===== config.mk =====
export PLATFORM = sky130hd
export DESIGN_NAME = random_delay_timer
export DESIGN_NICKNAME = d
export VERILOG_FILES = /design/src/rtl/reaction_pkg.sv /design/src/rtl/ms_tick_gen.sv /design/src/rtl/random_delay_timer.sv
export SDC_FILE = /design/constraint.sdc
export NUM_CORES = 1
export LEC_CHECK = 0
export CAP_MARGIN = 20
export CORE_ASPECT_RATIO = 0.7
export CORE_MARGIN = 2
export CORE_UTILIZATION = 58
export CTS_CLUSTER_SIZE = 28
export DETAILED_ROUTE_END_ITERATION = 16
export PLACE_DENSITY_LB_ADDON = 0.25
export SLEW_MARGIN = 30
export SYNTH_ARGS = -nofsm -noshare
export SYNTH_HDL_FRONTEND = slang
export SYNTH_HIERARCHICAL = 1
export SYNTH_SLANG_ARGS = --single-unit
export TNS_END_PERCENT = 1

===== constraint.sdc =====
create_clock -name clk -period 4.3 [get_ports clk]
set_input_delay 0.86 -clock clk [delete_from_list [all_inputs] [get_ports clk]]
set_output_delay 0.86 -clock clk [all_outputs]
set_load 0.05 [all_outputs]

===== src/rtl/reaction_pkg.sv =====
// Shared types and constants for the reaction timer slice.
// The optional false-start feature is selected in the top module with the
// macro RANDOM_DELAY_FALSE_START_EN.
package reaction_pkg;

  // Width of the measured reaction time in ms
  localparam int RESULT_W = 14;

  // Width of the pseudo-random delay extension
  localparam int RAND_W = 10;

  // Trial sequencing
  typedef enum logic [1:0] {
    ST_IDLE   = 2'd0,
    ST_WAIT   = 2'd1,
    ST_ARMED  = 2'd2,
    ST_REPORT = 2'd3
  } state_t;

  // Counter width for a modulus, never less than one bit
  function automatic int clog2_min1(input int value);
    return (value > 1) ? $clog2(value) : 1;
  endfunction

endpackage


===== src/rtl/ms_tick_gen.sv =====
// Millisecond prescaler: emits a one-cycle tick every CLKS_PER_MS cycles.
// A synchronous clear restarts the count so that the first tick lands
// CLKS_PER_MS cycles after the clear is released.
module ms_tick_gen
  import reaction_pkg::*;
#(
  parameter int CLKS_PER_MS = 100000
) (
  input  logic clk,
  input  logic rst,
  input  logic clear,
  output logic tick
);

  localparam int                CNT_W = clog2_min1(CLKS_PER_MS);
  localparam logic [CNT_W-1:0]  LAST  = CNT_W'(CLKS_PER_MS - 1);

  logic [CNT_W-1:0] cnt;

  // Free-running divider, wrapped at LAST and restarted by clear
  always_ff @(posedge clk or posedge rst) begin
    if (rst) begin
      cnt <= '0;
    end else if (clear || (cnt == LAST)) begin
      cnt <= '0;
    end else begin
      cnt <= cnt + 1'b1;
    end
  end

  // Tick is suppressed while cleared so an idle timer never advances
  assign tick = !clear && (cnt == LAST);

endmodule


===== src/rtl/random_delay_timer.sv =====
// Reaction-time trial controller.
// A start in IDLE loads a random pre-stimulus delay (MIN_DELAY_MS + rand_num
// ms). When it expires the stimulus LED is lit and the time to the first
// button press edge is measured in ms, saturating at MAX_REACT_MS (timeout).
// The result is published with a one-cycle result_valid pulse.
// Optional feature: define RANDOM_DELAY_FALSE_START_EN to report a press
// during the random delay as a false start; otherwise such presses are ignored.
module random_delay_timer
  import reaction_pkg::*;
#(
  parameter int CLK_FREQ_HZ  = 100000000,
  parameter int MIN_DELAY_MS = 1000,
  parameter int MAX_REACT_MS = 9999
) (
  input  logic                clk,
  input  logic                rst,
  input  logic                start,
  input  logic [RAND_W-1:0]   rand_num,
  input  logic                btn,
  output logic                stimulus,
  output logic                busy,
  output logic [RESULT_W-1:0] result_ms,
  output logic                result_valid,
  output logic                false_start,
  output logic                timeout
);

  localparam int CLKS_PER_MS = (CLK_FREQ_HZ / 1000 > 1) ? (CLK_FREQ_HZ / 1000) : 1;
  // Delay register must hold MIN_DELAY_MS + (2**RAND_W - 1)
  localparam int DELAY_W = clog2_min1(MIN_DELAY_MS + (1 << RAND_W));
  localparam logic [RESULT_W-1:0] MAX_CNT = RESULT_W'(MAX_REACT_MS);

  state_t              state;
  state_t              state_nxt;
  logic                btn_q;
  logic [DELAY_W-1:0]  delay;
  logic [RESULT_W-1:0] cnt;
  logic [RESULT_W-1:0] cnt_inc;
  logic                tick;
  logic                tick_clr;
  logic                press;
  logic                delay_done;
  logic                react_to;
  logic                wait_press;

  // Prescaler is held cleared in IDLE, so it restarts on the accepted start
  assign tick_clr = (state == ST_IDLE);

  ms_tick_gen #(
    .CLKS_PER_MS (CLKS_PER_MS)
  ) u_tick (
    .clk   (clk),
    .rst   (rst),
    .clear (tick_clr),
    .tick  (tick)
  );

  // A press is a rising edge of the already-synchronised button level
  assign press = btn && !btn_q;

  // Delay expires on the tick that takes it to zero
  assign delay_done = tick && (delay <= DELAY_W'(1));

`ifdef RANDOM_DELAY_FALSE_START_EN
  assign wait_press = press;
`else
  assign wait_press = 1'b0;
`endif

  // Reaction count including this cycle's tick, so a press on a tick edge
  // reports the count that tick produces
  always_comb begin
    // NOTE: default assignment first so no path leaves cnt_inc unassigned (no latch).
    cnt_inc = cnt;
    if (tick && (cnt < MAX_CNT)) begin
      cnt_inc = cnt + 1'b1;
    end
  end

  assign react_to = tick && (cnt_inc >= MAX_CNT);

  // State register
  always_ff @(posedge clk or posedge rst) begin
    if (rst) begin
      state <= ST_IDLE;
    end else begin
      // NOTE: non-blocking so every register samples pre-edge values.
      state <= state_nxt;
    end
  end

  // Next-state logic; start is only honoured in IDLE
  always_comb begin
    state_nxt = state;
    unique case (state)
      ST_IDLE: begin
        if (start) state_nxt = ST_WAIT;
      end
      ST_WAIT: begin
        if (wait_press)      state_nxt = ST_REPORT;
        else if (delay_done) state_nxt = ST_ARMED;
      end
      ST_ARMED: begin
        if (press || react_to) state_nxt = ST_REPORT;
      end
      ST_REPORT: begin
        state_nxt = ST_IDLE;
      end
      default: state_nxt = ST_IDLE;
    endcase
  end

  // Moore outputs decoded from state
  always_comb begin
    stimulus     = (state == ST_ARMED);
    busy         = (state != ST_IDLE);
    result_valid = (state == ST_REPORT);
  end

  // Button history, delay and reaction counters, result and sticky flags
  always_ff @(posedge clk or posedge rst) begin
    if (rst) begin
      btn_q       <= 1'b0;
      delay       <= '0;
      cnt         <= '0;
      result_ms   <= '0;
      false_start <= 1'b0;
      timeout     <= 1'b0;
    end else begin
      btn_q <= btn;
      unique case (state)
        ST_IDLE: begin
          if (start) begin
            delay       <= DELAY_W'(MIN_DELAY_MS) + DELAY_W'(rand_num);
            cnt         <= '0;
            false_start <= 1'b0;
            timeout     <= 1'b0;
          end
        end
        ST_WAIT: begin
          if (wait_press) begin
            false_start <= 1'b1;
            result_ms   <= '0;
          end else if (tick) begin
            if (delay != '0) delay <= delay - 1'b1;
            if (delay_done)  cnt   <= '0;
          end
        end
        ST_ARMED: begin
          cnt <= cnt_inc;
          // Press wins over a simultaneous timeout tick
          if (press) begin
            result_ms <= cnt_inc;
          end else if (react_to) begin
            timeout   <= 1'b1;
            result_ms <= MAX_CNT;
          end
        end
        default: begin
        end
      endcase
    end
  end

endmodule


==> results.md <==
* Pins Over Slew Limit at 0
* Asr flop ratio synth at 1.000
* Hpwl dp at 5.625 mm
* Chip width at 98.23 um
* Avg Cell Area, Syn at 9.080 um2
* CTS max path bufs at 2
* P_sw at 0.0002276 W
* Critical Path RT at 4520 ps
* Setup CP Type: reg -> reg
* Total gr overflow at 0
* Pint at 0.0008491 W
* Initial Util at 0.6140
* Via count at 3115
* Final Cycle Share at 0.7926
* Worst path max stage delay at 580 ps
* Syn Std Cell Area at 3605 um2
* CTS clk-pin slew, worst paths at 60 ps
* Routed WL at 8.084 mm
* Post-CTS Setup Repair Bufs at 0
* CP bufs+invs at 1
* Switching share of power at 0.2114
* Routed wire per std cell at 16.10 um
* Setup TNS at 0 ps
* Filler cell count at 484
* Initial antenna violation count at 0
* Ant diodes at 0
* Buffers on Ports at 31
* Largest net degree at the start of global routing at 44
* Worst Tran Pin Value at 857.3 ps
* Fin crit period at 3408 ps
* Relative slew slack at 0.4285
* Hold_buf cts at 0
* Antenna Nets Post-Route at 0
* Die outline height at 69.96 um
* Worst setup SP type: register
* Highest clock rate at 293.4 MHz
* Outcome: finished, final reports clean
* Total core area at 5871 um2
* Htree depth at 3
* Setup violators final at 0
* Clock Skew at 6.168 ps
* RSZ-0062 raised after global routing: no
* Most Frequent Cell on Critical Path: o21ai_0
* Number of synthesized flops with an enable pin at 0
* CP cell instances: ha_1 -> and4_4 -> nand4_1 -> nor2_1 -> buf_4 -> or4b_2 -> o21ai_0 -> and2_1 -> nand2_1 -> o21ai_0 -> o31ai_1
* TritonCTS clock tree: yes
* Vias in the first global route at 3037
* CTS Sinks at 60
* Max VDD drop at 0.1966 mV
* Top_reg_cell synth: dfrtp_1
* Synth cell types at 65
* Die ar. at 6872 um2
* Worst Hold Class: reg -> reg
* GP Congestion at 0.9605
* GRT Util Overall at 0.2529
* First-pass GRT wire length at 14.01 mm
* Via-to-Cell Ratio at 6.205
* Post_cts resized at 0
* Layout net count at 446
* Layout Cells excl Fill at 502
* Layout cells sized above 1 at 0.08197
* Clk Latency, worst-skew pair at 340 ps
* PD cells at 261.0 nW/um2
* Leakage at 1.737 nW
* DRT iter0 DRCs at 217
* Top delay family on crit path: simple AND/OR/NAND/NOR gates
* Synth Warn # at 6
* Arrival time worst endpoint at 3630 ps
* Clk root buf: clkbuf_8
* Syn Inst Count at 397
* Max-Cap Viols at 0
* Crit end category: register
* Syn_nets at 420
* Number of placement rows at 23
* Placed cell count at 487
* Initial DRT Pass Iterations at 5
* Num CTS Buffers at 9
* Reg power frac at 0.525
* Crit-path slowest cell: or4b_2
* Clock share of power at 0.440
* Top Ports at 33
* P&R area growth vs syn at 14.44%
* Number of synthesized register bits at 60
* Endpoints failing hold at 0
* Seq/Total Area, Yosys at 0.4165
* CP max FO at 13
* Drc violations at 0
* Combinational Power Share at 0.035
-- synthesized netlist by cell type, types with 7 or more instances --
cell       n  area [um2]
dfrtp_1   60        1501
nor2_1    38       142.6
o21ai_0   32       160.2
nand2_1   28       105.1
a21oi_1   26       130.1
nand3_1   20       100.1
inv_1     18       67.56
xnor2_1   16       140.1
xor2_1    13       113.9
clkbuf_1  11       41.29
ha_1       9       112.6
nand4_1    9       56.30
o31ai_1    9       67.56
a22o_1     7       61.31
nor3_1     7       35.03
-- state kept, by name, indices dropped and copies added, names as in the netlist --
name,cells
delay,11
cnt,14
result_ms,14
u_tick/cnt,17
state,2
btn_q,1
timeout,1
-- metal layers --
layer / vias up / share of wire / track usage
met1: 1513 / 0.46 / 0.3468
met4: 0 / 0.011 / 0.08371
li1: 1482 / - / -
met2: 111 / 0.45 / 0.3760
met3: 9 / 0.072 / 0.08909
met5: - / 0 / 0
-- path summary, 6_finish.rpt --
check / startpoint / to / slack [ps] / depth (start not counted)
setup reg to reg: u_tick/cnt[0]$_DFF_PP0_ / cnt[3]$_DFFE_PP0P_ / 890 / 11
hold reg to reg: result_ms[12]$_DFFE_PP0P_ / result_ms[12]$_DFFE_PP0P_ / 490 / 1
hold / removal: result_ms[12]$_DFFE_PP0P_ / result_ms[12]$_DFFE_PP0P_ / 490 / 1
max in group asynchronous: rst / btn_q$_DFF_PP0_ / 2920 / 3
min in group asynchronous: rst / u_tick/cnt[13]$_DFF_PP0_ / 940 / 2
setup / recovery: u_tick/cnt[0]$_DFF_PP0_ / cnt[3]$_DFFE_PP0P_ / 890 / 11
-- cell families after synthesis --
kind of cell	after synthesis	share of synthesized area
AO/OA/AOI/OAI	110	0.2090
multiplexers	4	0.01215
other	1	0.001040
buffers and inverters	39	0.04790
AND/OR/NAND/NOR	145	0.2117
flip-flops	60	0.4165
adder cells (fa/ha/maj)	9	0.03124
XOR/XNOR	29	0.07046
-- power by group through the flow --
stage               Combinational [W]  Clock [W]  Sequential, W
floorplan                   0.0000186          0       0.000576
global placement            0.0000376          0       0.000575
detailed placement          0.0000384          0       0.000576
CTS                         0.0000384   0.000487       0.000565
global route                0.0000418   0.000516       0.000565
finish                      0.0000374   0.000474       0.000565
-- layout by cell type, fill, tap and decap left out, types with 4 or more instances in the layout --
cell             synthesis  routed
buf_4                    1       4
inv_1                   18      17
and2_1                   4       4
a31oi_1                  4       4
clkbuf_8                 0      13
a22o_1                   7       7
dfrtp_1                 60      60
nand3_1                 20      20
o31ai_1                  9       9
xor2_1                  13      13
ha_1                     9       9
nand2_1                 28      28
nor2_1                  38      38
o2bb2ai_1                6       6
or3_1                    5       5
nand2b_1                 5       5
clkdlybuf4s50_1          0      31
nand4_1                  9       9
a21oi_1                 26      26
o21ai_0                 32      32
nor4_1                   4       4
xnor2_1                 16      16
nor3_1                   7       7
-- layout make-up --
cell class / instances / area, um2 / share of cell area
multi-input combinational: 298 / 1931 / 0.4680
sequential: 60 / 1501 / 0.3640
timing repair buffer: 35 / 340.3 / 0.08250
clock buffer: 14 / 182.7 / 0.04428
tap: 75 / 93.84 / 0.02275
inverter: 19 / 71.32 / 0.01729
clock inverter: 1 / 5.005 / 0.001213
-- worst register-to-register path: stages, from the launching register on --
cell	delay, ps
dfrtp_1	400
ha_1	260
and4_4	270
nand4_1	140
nor2_1	130
buf_4	180
or4b_2	580
o21ai_0	250
and2_1	340
nand2_1	340
o21ai_0	290
o31ai_1	100
-- metrics by stage --
stage               cell area, um2  utilization  worst slack [ps]  power [W]  hold slack, ps
floorplan                     3605            -              1287  0.0005941           464.7
global placement              3938       0.6707              1131  0.0006131           464.4
detailed placement            3938       0.6707             954.4  0.0006139           468.6
CTS                           4125       0.7027             893.6   0.001091           491.4
global route                  4125       0.7027             630.2   0.001123           508.1
finish                        4125       0.7027             891.8   0.001077           485.0
Power figures use the tool's default switching activity.
